**config.mk**
```make
export PLATFORM = sky130hd
export DESIGN_NAME = pad_dir_ctrl
export DESIGN_NICKNAME = d
export VERILOG_FILES = /design/src/rtl/pad_dir_pkg.sv /design/src/rtl/pad_dir_ch.sv /design/src/rtl/pad_dir_ctrl.sv
export SDC_FILE = /design/constraint.sdc
export NUM_CORES = 1
export LEC_CHECK = 0
export BUFFER_PORTS_ARGS = -buffer_cell sky130_fd_sc_hd__buf_2
export CAP_MARGIN = 40
export CORE_AREA = 2 2 159 161
export CTS_BUF_LIST = sky130_fd_sc_hd__clkbuf_4
export DETAILED_ROUTE_END_ITERATION = 12
export DIE_AREA = 0 0 161 163
export GPL_ROUTABILITY_DRIVEN = 0
export PLACE_DENSITY = 0.49
export REMOVE_ABC_BUFFERS = 1
export SLEW_MARGIN = 20
export SYNTH_ARGS = -nofsm -noshare
export SYNTH_HDL_FRONTEND = slang
export SYNTH_SLANG_ARGS = --single-unit
```
**constraint.sdc**
```tcl
create_clock -name clk_chip -period 1.8 [get_ports clk_chip]
set_clock_uncertainty 0.05 [all_clocks]
set_input_delay 0.27 -clock clk_chip [delete_from_list [all_inputs] [get_ports clk_chip]]
set_output_delay 0.27 -clock clk_chip [all_outputs]
set_load 0.01 [all_outputs]
```
**src/rtl/pad_dir_pkg.sv**
```systemverilog
// Shared types and constants for the pad direction controller.
package pad_dir_pkg;

    // Per-channel direction state.
    typedef enum logic [1:0] {
        HIZ    = 2'd0,
        TA_OUT = 2'd1,
        DRIVE  = 2'd2,
        TA_IN  = 2'd3
    } pad_state_e;

    // Two-bit channel mode codes; code 3 behaves like MODE_IN.
    localparam logic [1:0] MODE_BIDIR = 2'd0;
    localparam logic [1:0] MODE_OUT   = 2'd1;
    localparam logic [1:0] MODE_IN    = 2'd2;

    // Turnaround counter width, enough for 0..15 dead cycles.
    localparam int TA_CNT_W = 4;

endpackage

```
**src/rtl/pad_dir_ch.sv**
```systemverilog
// One pad channel: host OE synchroniser, direction FSM with turnaround
// counter, sticky conflict flag and the registered data paths.
//
// state  | meaning
// HIZ    | pads released, host may drive
// TA_OUT | dead cycles before the chip drives
// DRIVE  | chip owns the bus
// TA_IN  | dead cycles after the chip releases
module pad_dir_ch
    import pad_dir_pkg::*;
#(
    parameter int         SPI_WIDTH   = 32,
    parameter int         TA_CYCLES   = 2,
    parameter int         SYNC_STAGES = 2,
    parameter logic [1:0] MODE        = MODE_BIDIR
) (
    input  logic                 clk_chip,
    input  logic                 reset_n_chip,
    input  logic                 i_chip_req,
    input  logic                 i_host_oe_req,
    input  logic                 i_conflict_clr,
    input  logic [SPI_WIDTH-1:0] i_core_dout,
    input  logic [SPI_WIDTH-1:0] i_pad_di,
    output logic [SPI_WIDTH-1:0] o_pad_do,
    output logic                 o_pad_oe,
    output logic                 o_pad_ie,
    output logic [SPI_WIDTH-1:0] o_core_din,
    output logic                 o_core_din_valid,
    output logic                 o_drive_grant,
    output logic                 o_conflict
);

    localparam logic IS_BIDIR = (MODE == MODE_BIDIR);
    localparam logic IS_OUT   = (MODE == MODE_OUT);
    // Counter runs from TA_LOAD down to 0, so a turnaround lasts TA_CYCLES cycles.
    localparam logic [TA_CNT_W-1:0] TA_LOAD =
        (TA_CYCLES == 0) ? '0 : TA_CNT_W'(TA_CYCLES - 1);

    logic [SYNC_STAGES-1:0] r_sync;
    logic                   w_host_sync;
    pad_state_e             r_state;
    logic [TA_CNT_W-1:0]    r_cnt;
    logic                   r_oe;
    logic                   r_grant;
    logic                   r_din_valid;
    logic                   r_conflict;
    logic                   r_ie;
    logic [SPI_WIDTH-1:0]   r_do;
    logic [SPI_WIDTH-1:0]   r_din;

    assign w_host_sync = r_sync[SYNC_STAGES-1];

    // Bring the asynchronous host OE request into the chip clock domain.
    always_ff @(posedge clk_chip or negedge reset_n_chip) begin
        if (!reset_n_chip) begin
            r_sync <= '0;
        end else begin
            r_sync <= {r_sync[SYNC_STAGES-2:0], i_host_oe_req};
        end
    end

    // Direction FSM with its registered outputs; pad_oe follows DRIVE one edge later.
    always_ff @(posedge clk_chip or negedge reset_n_chip) begin
        if (!reset_n_chip) begin
            r_state     <= HIZ;
            r_cnt       <= '0;
            r_oe        <= 1'b0;
            r_grant     <= 1'b0;
            r_din_valid <= 1'b0;
            r_conflict  <= 1'b0;
        end else begin
            // OUT_ONLY enables on the first edge after reset along with its DRIVE entry.
            r_oe        <= (r_state == DRIVE) || IS_OUT;
            r_grant     <= (r_state == DRIVE) || IS_OUT;
            r_din_valid <= (r_state == HIZ) && w_host_sync;

            // Setting beats a simultaneous clear so a fresh conflict is never lost.
            if ((r_state == DRIVE) && w_host_sync) begin
                r_conflict <= 1'b1;
            end else if (i_conflict_clr) begin
                r_conflict <= 1'b0;
            end

            if (IS_OUT) begin
                r_state <= DRIVE;
            end else if (!IS_BIDIR) begin
                r_state <= HIZ;
            end else begin
                case (r_state)
                    HIZ: begin
                        if (i_chip_req && !w_host_sync) begin
                            if (TA_CYCLES == 0) begin
                                r_state <= DRIVE;
                            end else begin
                                r_state <= TA_OUT;
                                r_cnt   <= TA_LOAD;
                            end
                        end
                    end
                    TA_OUT: begin
                        if (!i_chip_req || w_host_sync) begin
                            r_state <= HIZ;
                        end else if (r_cnt == '0) begin
                            r_state <= DRIVE;
                        end else begin
                            r_cnt <= r_cnt - TA_CNT_W'(1);
                        end
                    end
                    DRIVE: begin
                        if (!i_chip_req || w_host_sync) begin
                            if (TA_CYCLES == 0) begin
                                r_state <= HIZ;
                            end else begin
                                r_state <= TA_IN;
                                r_cnt   <= TA_LOAD;
                            end
                        end
                    end
                    TA_IN: begin
                        if (r_cnt == '0) begin
                            r_state <= HIZ;
                        end else begin
                            r_cnt <= r_cnt - TA_CNT_W'(1);
                        end
                    end
                    default: r_state <= HIZ;
                endcase
            end
        end
    end

    // Data flops run every cycle regardless of direction; input enable is fixed by mode.
    always_ff @(posedge clk_chip or negedge reset_n_chip) begin
        if (!reset_n_chip) begin
            r_do  <= '0;
            r_din <= '0;
            r_ie  <= !IS_OUT;
        end else begin
            r_do  <= i_core_dout;
            r_din <= i_pad_di;
            r_ie  <= !IS_OUT;
        end
    end

    assign o_pad_do         = r_do;
    assign o_pad_oe         = r_oe;
    assign o_pad_ie         = r_ie;
    assign o_core_din       = r_din;
    assign o_core_din_valid = r_din_valid;
    assign o_drive_grant    = r_grant;
    assign o_conflict       = r_conflict;

endmodule

```
**src/rtl/pad_dir_ctrl.sv**
```systemverilog
// Direction controller for N_CH SPI data pad banks; one pad_dir_ch per bank.
module pad_dir_ctrl
    import pad_dir_pkg::*;
#(
    parameter int                N_CH        = 3,
    parameter int                SPI_WIDTH   = 32,
    parameter int                TA_CYCLES   = 2,
    parameter int                SYNC_STAGES = 2,
    parameter logic [2*N_CH-1:0] CH_MODE     = 6'b000001
) (
    input  logic                      clk_chip,
    input  logic                      reset_n_chip,
    input  logic [N_CH-1:0]           chip_req,
    input  logic [N_CH-1:0]           host_oe_req,
    input  logic [N_CH*SPI_WIDTH-1:0] core_dout,
    output logic [N_CH*SPI_WIDTH-1:0] pad_do,
    output logic [N_CH-1:0]           pad_oe,
    output logic [N_CH-1:0]           pad_ie,
    input  logic [N_CH*SPI_WIDTH-1:0] pad_di,
    output logic [N_CH*SPI_WIDTH-1:0] core_din,
    output logic [N_CH-1:0]           core_din_valid,
    output logic [N_CH-1:0]           drive_grant,
    output logic [N_CH-1:0]           conflict,
    input  logic [N_CH-1:0]           conflict_clr
);

    for (genvar gi = 0; gi < N_CH; gi++) begin : g_ch
        pad_dir_ch #(
            .SPI_WIDTH   (SPI_WIDTH),
            .TA_CYCLES   (TA_CYCLES),
            .SYNC_STAGES (SYNC_STAGES),
            .MODE        (CH_MODE[2*gi +: 2])
        ) u_ch (
            .clk_chip         (clk_chip),
            .reset_n_chip     (reset_n_chip),
            .i_chip_req       (chip_req[gi]),
            .i_host_oe_req    (host_oe_req[gi]),
            .i_conflict_clr   (conflict_clr[gi]),
            .i_core_dout      (core_dout[gi*SPI_WIDTH +: SPI_WIDTH]),
            .i_pad_di         (pad_di[gi*SPI_WIDTH +: SPI_WIDTH]),
            .o_pad_do         (pad_do[gi*SPI_WIDTH +: SPI_WIDTH]),
            .o_pad_oe         (pad_oe[gi]),
            .o_pad_ie         (pad_ie[gi]),
            .o_core_din       (core_din[gi*SPI_WIDTH +: SPI_WIDTH]),
            .o_core_din_valid (core_din_valid[gi]),
            .o_drive_grant    (drive_grant[gi]),
            .o_conflict       (conflict[gi])
        );
    end

endmodule
```
==> flow_metrics.tcl <==
set metrics [dict create \
    drv_cap 0 \
    dpl.hpwl_mm 13.7 \
    startpoint_type "register" \
    grt_use_total 0.149 \
    timing.rr.end "g_ch[2].u_ch.r_cnt[1]" \
    power.internal_uw 8370 \
    clkLatencyLatePin_ns 0.65 \
    synth.most_common_cell "dfrtp_1" \
    ys_types 37 \
    dieArea_mm2 0.0262 \
    avgViaCountPerCell 3.81 \
    yosysSeqAreaShare 0.894 \
    seq_area_mm2 0.00548 \
    clkTransAtPathRegs_ns 0.07 \
    post_cts_buffers 0 \
    worstSetupPathType "register to register" \
    crit_slowest_cell "dfrtp_1" \
    static-leakage-power_uw 0.00569 \
    crit_required_ns 2.28 \
    synth_edf_count 0 \
    crit_chain "inv_1 -> ha_1 -> nor3b_2 -> nand2_1 -> o21ai_0 -> a221o_1" \
    cts_max_level 2 \
    fin_nets 1180 \
    r2r-start "g_ch[2].u_ch.r_cnt[1]" \
    portBuffers 405 \
    switching_share 0.263 \
    rsz0062_at_grt "false" \
    vias 5098 \
    r2r_slack_ns 0.15 \
    drive_gt1_frac 0.500 \
    multiInputGateArea_um2 490 \
    cts_buffers 57 \
    setup-tns-final_ns 0 \
    timing.final.ws_setup_ns 0.146 \
    synth_area_mm2 0.00613 \
    die_y_um 163 \
    p_sw_uw 2990 \
    final_cells 1339 \
    drt-initial-drc-count 175 \
    synth_top_area_share 0.894 \
    clkPwrFrac 0.359 \
    grt_remaining_overflow 0 \
    wl_per_cell_um 15.0 \
    ys_top_cells_by_count "dfrtp_1, buf_4, inv_1, nand2_1, nor2_1" \
    synth_top_cell_by_area "dfrtp_1" \
    async_flop_share 1.00 \
    hp-class "input port to async pin" \
    areaGrowthSynthToFinish_pct 83.3 \
    cts_tree "done" \
    drtAntennaViolNets 0 \
    synthTopCellsByArea "dfrtp_1, buf_4, inv_1" \
    avgSynthCellArea_um2 19.2 \
    first_global_vias 5614 \
    first_pass_iters 4 \
    totalWireLength_mm 20.1 \
    io_pins 410 \
    cts.sinks 219 \
    placedCellCount 1045 \
    clockRootBuffer "clkbuf_4" \
    cp_slowest_stage_delay_ns 0.40 \
    timing.final.crit_share 0.919 \
    n_fill_cell 2259 \
    crit_fanout 4 \
    rows 58 \
    slew_viol_final 0 \
    ys_warn_count 0 \
    syn_inst 319 \
    hold_violations 0 \
    synth-seq-cells 219 \
    worstPathBufferInverterCount 1 \
    comb_power_share 0.150 \
    crit_path_end_kind "register" \
    worstRegToRegCells 6 \
    postLayoutCellArea_mm2 0.0112 \
    ir_worst_vdd_mv 0.585 \
    dp_slack_ns 0.142 \
    antenna_found_initial 1 \
    coreArea_mm2 0.0247 \
    setup_viol 0 \
    start_util 0.248 \
    dieWidth_um 161 \
    dpl_cell_area_mm2 0.00855 \
    grt_pass1_wl_mm 29.9 \
    ctsLongestPathBuffers 3 \
    cellPowerDensity_mw_per_mm2 1010 \
    yosys_most_used_dff "dfrtp_1" \
    period_needed_ns 1.65 \
    outcome "finished clean" \
    grt_max_degree 51 \
    p_seq_frac 0.491 \
    crit_arrival_ns 2.14 \
    cpLargestDelayFamily "compound AO/OA/AOI/OAI gates" \
    route.detailed.drc 0 \
    max_freq_mhz 605 \
]
==> cells by family (layout without fill, tap and decap cells) <==
group / count (synthesis) / in the layout / share of synthesized area
DFF: 219 / 219 / 0.894
and+or+nand+nor: 44 / 44 / 0.0441
buffers and inverters: 28 / 714 / 0.0273
AOI/OAI and AO/OA: 22 / 22 / 0.0259
adders and majority gates: 2 / 2 / 0.00408
other: 2 / 6 / 0.00122
muxes: 2 / 2 / 0.00347
==> per-layer routing <==
metal	up-vias	share of wire	global-route usage
met4	0	0.036	0.0751
met5	-	0	0
met3	58	0.088	0.0545
met2	278	0.51	0.252
met1	2406	0.37	0.166
li1	2356	-	-
==> sequential cells by signal (all words and copies together) (netlist names), named ones only <==
name,flops
g_ch.u_ch.o_core_din,96
g_ch.u_ch.o_pad_do,96
g_ch.u_ch.r_cnt,8
g_ch.u_ch.r_sync,6
g_ch.u_ch.o_conflict,3
g_ch.u_ch.o_core_din_valid,3
g_ch.u_ch.r_state,3
g_ch.u_ch.o_pad_oe,2
==> placed cells by master (no fill, tap or decap), types with 2 or more instances in the layout <==
cell type	instances
diode_2	2
dfrtp_1	219
buf_12	3
nor2_1	7
nor3b_2	2
a21o_1	2
nor2b_1	5
conb_1	4
a221o_1	2
ha_1	2
nor3b_1	3
nor3_1	4
o21ai_0	6
nand3_1	3
clkbuf_4	80
nand2_1	8
a22o_1	2
buf_4	4
dlygate4sd3_1	201
inv_1	10
a21oi_1	2
buf_2	404
nand4_1	2
nand3b_1	3
clkinv_1	8
==> worst max-delay path by stage <==
stage / from / slack (ns) / cells after the start / end
after floorplan: g_ch[1].u_ch.r_cnt[0] / 0.27 / 6 / g_ch[1].u_ch.r_cnt[1]
after global placement: g_ch[1].u_ch.r_cnt[0] / 0.18 / 6 / g_ch[1].u_ch.r_cnt[1]
after detailed placement: g_ch[1].u_ch.r_cnt[0] / 0.14 / 6 / g_ch[1].u_ch.r_cnt[1]
after CTS: g_ch[2].u_ch.r_cnt[1] / 0.13 / 6 / g_ch[2].u_ch.r_cnt[1]
after global routing: g_ch[1].u_ch.r_cnt[1] / 0.04 / 6 / g_ch[1].u_ch.r_cnt[1]
final: g_ch[2].u_ch.r_cnt[1] / 0.15 / 6 / g_ch[2].u_ch.r_cnt[1]
==> power groups by stage <==
stage / logic [uW] / clock network [uW] / registers, uW
5_1_grt: 1880 / 4560 / 5630
6_report: 1710 / 4080 / 5580
3_5_place_dp: 1370 / 0 / 5660
3_3_place_gp: 1360 / 0 / 5660
4_1_cts: 1720 / 4250 / 5580
2_1_floorplan: 452 / 0 / 5780
==> per-stage QoR <==
step                power [uW]  hold WS, ns  utilization
global placement          7010        0.174        0.346
detailed placement        7030        0.179        0.346
floorplan                 6230      -0.0756            -
finish                   11400       0.0851        0.455
CTS                      11500       0.0230        0.455
global route             12100       0.0408        0.455
==> what timing repair did <==
item                                   in CTS  in global routing
hold buffers                              201                  0
gates resized for setup                     0                  0
endpoints found under the hold margin     421                  0
==> cell type report <==
| class | count | area share |
|---|---|---|
| Antenna cell | 2 | 0.000445 |
| Clock buffer | 80 | 0.0534 |
| Clock inverter | 11 | 0.00646 |
| Inverter | 10 | 0.00334 |
| Multi-Input combinational cell | 74 | 0.0436 |
| Sequential cell | 219 | 0.488 |
| Tap cell | 330 | 0.0367 |
| Timing Repair Buffer | 613 | 0.368 |
Note: power is estimated with default switching activity, not from simulation.
